[src/rtl/px_color_stats_pkg.sv]
// px_pkg: colour codes, RGB332 field positions and FSM state encoding
// shared by px_color_stats and px_classify.
package px_pkg;

    typedef enum logic [1:0] {
        COLOR_NONE  = 2'd0,
        COLOR_RED   = 2'd1,
        COLOR_GREEN = 2'd2,
        COLOR_BLUE  = 2'd3
    } color_e;

    // RGB332 layout: R=[7:5], G=[4:2], B=[1:0]
    localparam int R_HI = 7;
    localparam int R_LO = 5;
    localparam int G_HI = 4;
    localparam int G_LO = 2;
    localparam int B_HI = 1;
    localparam int B_LO = 0;

    typedef enum logic [1:0] {
        ST_IDLE    = 2'd0,
        ST_ACCUM   = 2'd1,
        ST_RESOLVE = 2'd2,
        ST_REPORT  = 2'd3
    } state_e;

endpackage

[src/rtl/px_color_stats_classify.sv]
// px_classify: combinational RGB332 byte -> dominant-colour class.
// A channel wins only if it beats both others by at least THRESH
// (3-bit scale); with THRESH=0 ties fall to R, then G, then B.
module px_classify
    import px_pkg::*;
#(
    parameter int THRESH = 1
) (
    input  logic [7:0] px_data,
    output color_e     px_class
);

    // Margins above 7 can never be met; clamp so the 5-bit sums cannot wrap.
    localparam logic [4:0] TH = (THRESH > 8) ? 5'd8 : 5'(THRESH);

    logic [4:0] r5, g5, b5;
    logic       dom_r, dom_g, dom_b;

    assign r5 = {2'b00, px_data[R_HI:R_LO]};
    assign g5 = {2'b00, px_data[G_HI:G_LO]};
    // Stretch the 2-bit blue field to 3 bits by repeating its MSB.
    assign b5 = {2'b00, px_data[B_HI:B_LO], px_data[B_HI]};

    assign dom_r = (r5 >= g5 + TH) && (r5 >= b5 + TH);
    assign dom_g = (g5 >= r5 + TH) && (g5 >= b5 + TH);
    assign dom_b = (b5 >= r5 + TH) && (b5 >= g5 + TH);

    // Priority-ordered class select.
    always_comb begin
        px_class = COLOR_NONE;
        if (dom_r)
            px_class = COLOR_RED;
        else if (dom_g)
            px_class = COLOR_GREEN;
        else if (dom_b)
            px_class = COLOR_BLUE;
    end

endmodule

[src/rtl/px_color_stats.sv]
// px_color_stats: per-frame dominant-colour statistics tapped from the
// capture write stream. Counts sampled pixels per class between VSYNC
// falling and rising edges, then reports the winner over valid/ready.
// Optional build macro PX_COLOR_STATS_ROI_EN restricts counting to the
// address window [ROI_LO, ROI_HI].
module px_color_stats
    import px_pkg::*;
#(
    parameter int AW        = 17,
    parameter int CW        = 17,
    parameter int THRESH    = 1,
    parameter int MIN_COUNT = 64
`ifdef PX_COLOR_STATS_ROI_EN
    ,
    parameter int ROI_LO    = 25600,
    parameter int ROI_HI    = 51199
`endif
) (
    input  logic          pclk,
    input  logic          rst,
    input  logic          vsync,
    input  logic          px_wr,
    input  logic [AW-1:0] mem_px_addr,
    input  logic [7:0]    mem_px_data,
    input  logic          result_ready,
    output logic          result_valid,
    output logic [1:0]    result_color,
    output logic [CW-1:0] cnt_red,
    output logic [CW-1:0] cnt_green,
    output logic [CW-1:0] cnt_blue,
    output logic [CW-1:0] cnt_total,
    output logic          overrun
);

    localparam logic [CW:0] MIN_C = (CW+1)'(MIN_COUNT);

    // Counter increment that sticks at all-ones.
    function automatic logic [CW-1:0] sat_inc(input logic [CW-1:0] v);
        return (v == {CW{1'b1}}) ? v : v + {{(CW-1){1'b0}}, 1'b1};
    endfunction

    state_e        state, state_nxt;
    logic          vsync_p1, px_wr_p1;
    logic          vs_fall, vs_rise, sample, roi_ok;
    color_e        px_class;
    logic [CW-1:0] acc_r, acc_g, acc_b, acc_t;
    logic [CW-1:0] max_cnt;
    color_e        top_class, win_q;

    px_classify #(
        .THRESH (THRESH)
    ) u_classify (
        .px_data  (mem_px_data),
        .px_class (px_class)
    );

`ifdef PX_COLOR_STATS_ROI_EN
    assign roi_ok = (mem_px_addr >= AW'(ROI_LO)) && (mem_px_addr <= AW'(ROI_HI));
`else
    // Address only matters for ROI filtering; reduce it so the port stays loaded.
    assign roi_ok = 1'b1 | (^mem_px_addr);
`endif

    assign vs_fall = vsync_p1 & ~vsync;
    assign vs_rise = ~vsync_p1 & vsync;
    assign sample  = px_wr & ~px_wr_p1 & roi_ok;

    // Edge-detect registers for VSYNC and the write strobe.
    always_ff @(posedge pclk) begin
        if (!rst) begin
            vsync_p1 <= 1'b0;
            px_wr_p1 <= 1'b0;
        end else begin
            vsync_p1 <= vsync;
            px_wr_p1 <= px_wr;
        end
    end

    // FSM state register.
    always_ff @(posedge pclk) begin
        if (!rst)
            state <= ST_IDLE;
        else
            state <= state_nxt;
    end

    // FSM next state; a VSYNC rise outside ACCUM is a missed frame and ignored.
    always_comb begin
        state_nxt = state;
        case (state)
            ST_IDLE:    if (vs_fall) state_nxt = ST_ACCUM;
            ST_ACCUM:   if (vs_rise) state_nxt = ST_RESOLVE;
            ST_RESOLVE: state_nxt = ST_REPORT;
            ST_REPORT:  state_nxt = ST_IDLE;
            default:    state_nxt = ST_IDLE;
        endcase
    end

    // Working counters: zero outside a frame, saturating increments in ACCUM.
    always_ff @(posedge pclk) begin
        if (!rst) begin
            acc_r <= '0;
            acc_g <= '0;
            acc_b <= '0;
            acc_t <= '0;
        end else begin
            case (state)
                ST_ACCUM: begin
                    if (sample) begin
                        acc_t <= sat_inc(acc_t);
                        case (px_class)
                            COLOR_RED:   acc_r <= sat_inc(acc_r);
                            COLOR_GREEN: acc_g <= sat_inc(acc_g);
                            COLOR_BLUE:  acc_b <= sat_inc(acc_b);
                            default:     ;
                        endcase
                    end
                end
                ST_RESOLVE: ;
                default: begin
                    acc_r <= '0;
                    acc_g <= '0;
                    acc_b <= '0;
                    acc_t <= '0;
                end
            endcase
        end
    end

    // Largest class count, ties resolved R > G > B.
    always_comb begin
        top_class = COLOR_BLUE;
        max_cnt   = acc_b;
        if (acc_r >= acc_g && acc_r >= acc_b) begin
            top_class = COLOR_RED;
            max_cnt   = acc_r;
        end else if (acc_g >= acc_b) begin
            top_class = COLOR_GREEN;
            max_cnt   = acc_g;
        end
    end

    // Winner register, loaded in RESOLVE with the MIN_COUNT gate applied.
    always_ff @(posedge pclk) begin
        if (!rst)
            win_q <= COLOR_NONE;
        else if (state == ST_RESOLVE)
            win_q <= ({1'b0, max_cnt} >= MIN_C) ? top_class : COLOR_NONE;
    end

    // Result outputs and handshake; REPORT always overwrites, flagging unaccepted results.
    always_ff @(posedge pclk) begin
        if (!rst) begin
            result_valid <= 1'b0;
            result_color <= 2'd0;
            cnt_red      <= '0;
            cnt_green    <= '0;
            cnt_blue     <= '0;
            cnt_total    <= '0;
            overrun      <= 1'b0;
        end else if (state == ST_REPORT) begin
            result_valid <= 1'b1;
            result_color <= win_q;
            cnt_red      <= acc_r;
            cnt_green    <= acc_g;
            cnt_blue     <= acc_b;
            cnt_total    <= acc_t;
            if (result_valid && !result_ready)
                overrun <= 1'b1;
        end else if (result_valid && result_ready) begin
            result_valid <= 1'b0;
        end
    end

endmodule

[config.mk]
export PLATFORM = sky130hd
export DESIGN_NAME = px_color_stats
export DESIGN_NICKNAME = d
export VERILOG_FILES = /design/src/rtl/px_color_stats_pkg.sv /design/src/rtl/px_color_stats_classify.sv /design/src/rtl/px_color_stats.sv
export SDC_FILE = /design/constraint.sdc
export NUM_CORES = 1
export LEC_CHECK = 0
export BUFFER_PORTS_ARGS = -buffer_cell sky130_fd_sc_hd__buf_4
export CAP_MARGIN = 20
export CORE_MARGIN = 1.5
export CORE_UTILIZATION = 45
export CTS_CLUSTER_SIZE = 20
export DETAILED_ROUTE_END_ITERATION = 12
export MAX_ROUTING_LAYER = met4
export PLACE_DENSITY = 0.68
export SYNTH_ARGS = -nofsm -noshare
export SYNTH_HDL_FRONTEND = slang
export SYNTH_SLANG_ARGS = --single-unit
[constraint.sdc]
create_clock -name pclk -period 7.23 [get_ports pclk]
set_input_delay 0.3615 -clock pclk [delete_from_list [all_inputs] [get_ports pclk]]
set_output_delay 0.3615 -clock pclk [all_outputs]
set_load 0.005 [all_outputs]
# After elaboration in Yosys (flattened, before gate mapping)
# Index checks and enable logic that the tools add are counted.
# totals
out_inout_bits	72
register_bits	146
inputBits	30
elab_cells	102
# op_classes
add_sub_neg	7
n_reduce_logical	15
eq_ne	20
order_cmp	10
n_bitwise	7
n_mux	28
# op_table
cell	count
$mux W17	13
$pmux W17 S2	4
$add A17 B1 Y17 const B	4
$eq A17 B17 Y1 const B	4
$ge A17 B17 Y1	3
$ge A3 B5 Y1	5
$ne A2 B2 Y1 const B	10
$ge A17 B7 Y1 const B	1
$mux W2	7
$add A3 B1 Y4 const B	3
$reduce_and A4 Y1	3
$eq A2 B2 Y1 const B	4
$pmux W2 S4	1
$logic_and A1 B1 Y1	6
$eq A2 B1 Y1 const B	2
$ge A3 B4 Y1	1
$not A1 Y1	4
$reduce_and A2 Y1	2
$and A1 B1 Y1	3
$mux W1	3
$reduce_and A3 Y1	1
$logic_not A2 Y1	1
$reduce_bool A2 Y1	1
$logic_not A1 Y1	1

# Depth between registers and ports, before layout
# depth
word_depth	10
ltp_mapped	15
ltp_nobuf	13

# Cells and area by module
# From an unflattened synthesis, not the netlist that was laid out.
# hier_totals
hier_cells	833
area_unflattened_um2	7524.7
# modules_own_cells
module	seq_area_each_um2	n_inst	cells_per_inst	area_each_um2
px_color_stats	2922.8	1	784	7108.1
px_classify	0.0	1	49	416.6

# Least setup slack after synthesis
# No wires, ideal clock.
# synth_timing
path_kind	register to register
start	register acc_r[6]
end	register acc_r[5]
n_path_buf	1
arrival_time_ns	2.523
required_ns	7.102
synth_period_minus_slack_ns	2.651
setup_slack_ns	4.579
stages_incl_launch_ff	12
setup_ns	0.128
cell_sequence	dfxtp_1 and4_1 nand4_1 or2_2 nor4_1 ha_1 nor4_1 a21oi_1 clkbuf_1 nor3_1 xnor2_1 nor2_1
# synth_via
elab_chain_cells	3
# synth_rtl
item	line_no	text
from (decl)	px_color_stats.sv:46	logic [CW-1:0] acc_r, acc_g, acc_b, acc_t;
from (signal assigned)	px_color_stats.sv:112	COLOR_RED: acc_r <= sat_inc(acc_r);
$eq A17 B17 Y1	px_color_stats.sv:39	return (v == {CW{1'b1}}) ? v : v + {{(CW-1){1'b0}}, 1'b1};
$ne A2 B2 Y1 (no line)	--	
$reduce_and A4 Y1 (no line)	--	
# Every way passes these cells.
# A chain may end at the register's enable or synchronous reset.

# Final worst setup path
# layout_timing
start	register acc_t[11]
end	register acc_t[15]
# layout_via
elab_chain_cells	4
elab_cells_between_ends	7
classes_between	1 x add/sub; 2 x eq/ne; 3 x mux; 1 x reduce/logical
# layout_rtl
item	line_no	text
from (decl)	px_color_stats.sv:46	
from (signal assigned)	px_color_stats.sv:110	acc_t <= sat_inc(acc_t);
$add A17 B1 Y17	px_color_stats.sv:39	
$mux W17	px_color_stats.sv:39	
$mux W17	px_color_stats.sv:109	if (sample) begin
$pmux W17 S2	px_color_stats.sv:107	case (state)
# Several ways; a longest one is shown, not always the timed one. The select of a mux whose other input is x is not followed.

==> results.cfg <==
[power]
p_per_area_nw_per_um2 = 220.7
p_total_mw = 2.001
power_leakage_nw = 3.499
ir_drop_uv = 169.5

[die]
die_h_um = 133.3
start_util_pct = 46.05
core_area_um2 = 16580
fp-row-count = 47
ios = 102
die_w_um = 133.3
die_area_um2 = 17760

[cts]
cts.sinks = 146
cts_tree = done
root_buffer = clkbuf_16
htree_levels = 4
cts_hold_buf = 0
clk_latency_ps = 430
cts_buffers = 17
max-clock-path-buffers = 2
ctsResizeCount = 0
clkSlewWorstSetupHoldPaths_ps = 70
postCtsSetupBuffers = 0

[setup_path]
crit_end = acc_t[15]$_SDFFE_PN0P_
worstRegToRegCells = 11
end_kind = flop
required_ps = 7520
path_class = flop to flop
rr_startpoint = acc_t[11]$_SDFFE_PN0P_
r2r-end = acc_t[15]$_SDFFE_PN0P_
startpoint_type = flop
crit_path_max_fanout = 5
r2r_setup_slack_ps = 4260
cp_data_arrival_time_ps = 3260
critPathLaunch = acc_t[11]$_SDFFE_PN0P_

[synthesis]
synth_top_area_share_pct = 38.28
synth_area_um2 = 7636
synthTopCellsByArea = dfxtp_1 (38%), ha_1 (14%), mux2i_1 (9.8%), nor2_1 (6.7%), xnor2_1 (3.0%)
synthesis.nets = 971
syn_avg_cell_area_um2 = 8.900
synth_ff_type = dfxtp_1
synth-edff-count = 0
synthArstFlopShare_pct = 0
postSynthCellCount = 858
synth.distinct_cells = 52
synth-seq-cells = 146
synth_warnings = 0
ys_seq_area_share_pct = 38.28
yosysTopAreaCell = dfxtp_1

[global_routing]
grt_max_degree = 74
grt_pass1_wl_um = 29730
grtUsageTotal_pct = 21.43
grt_pass1_vias = 5911
antenna_found_initial = 0
grt_overflow_total = 0

[run]
drv_cap = 0

[routing]
drt-vias-per-instance = 5.397
drt-total-wl_um = 17930
final_antenna_net_count = 0
avgRoutedWirePerCell_um = 15.35
dr.pass1.iters = 6
vias = 6304
route.detailed.drc = 0
drtIter0Drc = 479

[placement]
dp_hpwl_um = 12660
gp_congestion = 0.9147
io_buffer_count = 84

[final_layout]
final.fill_count = 1560
nNetsFinal = 1048
final_layout_size_suffix_gt1_share_pct = 13.50
final_cell_mix = dfxtp_1 (146), nor2_1 (136), buf_4 (89)
final_common_cell = dfxtp_1
syn_to_final_growth_pct = 18.74
n_antenna_cell = 0

[sta]
tightest_slew_ps = 970.0
clock_skew_ps = 8.854
rsz0062_at_grt = no
finalHoldViolCount = 0
period_share_pct = 41.14
fin_crit_ps = 2974
whs_ps = 163.2
drv_slew = 0
setup_viol_count_final = 0
maxSlewHeadroom_pct = 35.34
fmax_ghz = 0.3362
timing.setup.tns_ps = 0

[hold_path]
hp-class = input pin to flop
whs_path_depth = 2
hp-start = px_wr

[run_status]
outcome = complete, no violations
## metrics by stage
stage / util [%] / instance area (µm²) / setup WS [ps] / instances
finish: 54.68 / 9067 / 4256 / 1168
detailed placement: 51.09 / 8472 / 4004 / 1135
CTS: 54.59 / 9052 / 3947 / 1167
global placement: 51.09 / 8472 / 4130 / 1135
floorplan: - / 7636 / 4579 / 858
global route: 54.68 / 9067 / 3943 / 1168
## synthesized netlist by cell type, drive strengths merged, types with 2 or more instances
library cell and instances:
a21oi 45, nand4 12, or4 6, nor3b 5, a31oi 5, a22oi 8
and2 3, nor2 136, nor4bb 2, ha 83, mux2i 75, nand2 36
a21o 11, o31ai 7, inv 52, o41ai 2, nor3 20, and4 4
nor4 20, buf 11, dfxtp 146, a211oi 6, o21ai 23, xor2 11
and3 10, clkbuf 21, nand2b 7, nor2b 6, or3 16, nand3 27
xnor2 26, o211ai 3
## metal layers
metal	track usage, %	up-vias	routed length (µm)
met2	33.02	145	8104
met1	28.42	2934	8693
met4	6.944	0	337
li1	-	3195	-
met3	4.033	30	791
met5	-	-	0
## power by group
| part | leakage, nW | total [mW] | internal, mW | switching [mW] |
|---|---|---|---|---|
| registers | 1.18 | 0.821 | 0.812 | 0.00910 |
| logic | 2.05 | 0.312 | 0.0943 | 0.218 |
| clock network | 0.269 | 0.868 | 0.517 | 0.351 |
## worst min-delay path by stage
stage	slack, ps	endpoint
global placement	460	overrun$_SDFFE_PN0P_
floorplan	440	win_q[1]$_SDFFE_PN0P_
finish	160	px_wr_p1$_SDFF_PN0_
CTS	150	px_wr_p1$_SDFF_PN0_
detailed placement	470	overrun$_SDFFE_PN0P_
global route	160	px_wr_p1$_SDFF_PN0_
## logic make-up after synthesis
logic type / synth area share (%)
AO/OA/AOI/OAI: 9.586
XOR/XNOR: 4.244
adder cells (fa/ha/maj): 13.60
buffers and inverters: 4.277
flip-flops: 38.28
multiplexers: 9.831
AND/OR/NAND/NOR: 20.19
## area by class of cell
| class | count | area, µm² | area share, % |
|---|---|---|---|
| sequential | 146 | 2923 | 32.23 |
| inverter | 52 | 195.2 | 2.153 |
| timing repair buffer | 90 | 683.2 | 7.534 |
| clock buffer | 20 | 446.7 | 4.926 |
| clock inverter | 12 | 133.9 | 1.476 |
| tap | 220 | 275.3 | 3.036 |
| multi-input combinational | 628 | 4410 | 48.64 |
## registers in the layout (all words and copies together) (netlist names)
name	cells
acc_b	17
acc_g	17
acc_r	17
acc_t	17
cnt_blue	17
cnt_green	17
cnt_red	17
cnt_total	17
overrun	1
px_wr_p1	1
result_color	2
result_valid	1
state	2
vsync_p1	1
win_q	2
## critical path, cell delays in order (launching register included)
cell and delay (ps):
dfxtp_1 350, and3_1 210, and3_1 200, and3_1 170
ha_1 210, or3b_1 390, a21oi_1 260, nand4_1 270
nor3_1 450, nand2_1 120, xor2_1 150, nor2_1 50
(Power assumes the default switching activity.)
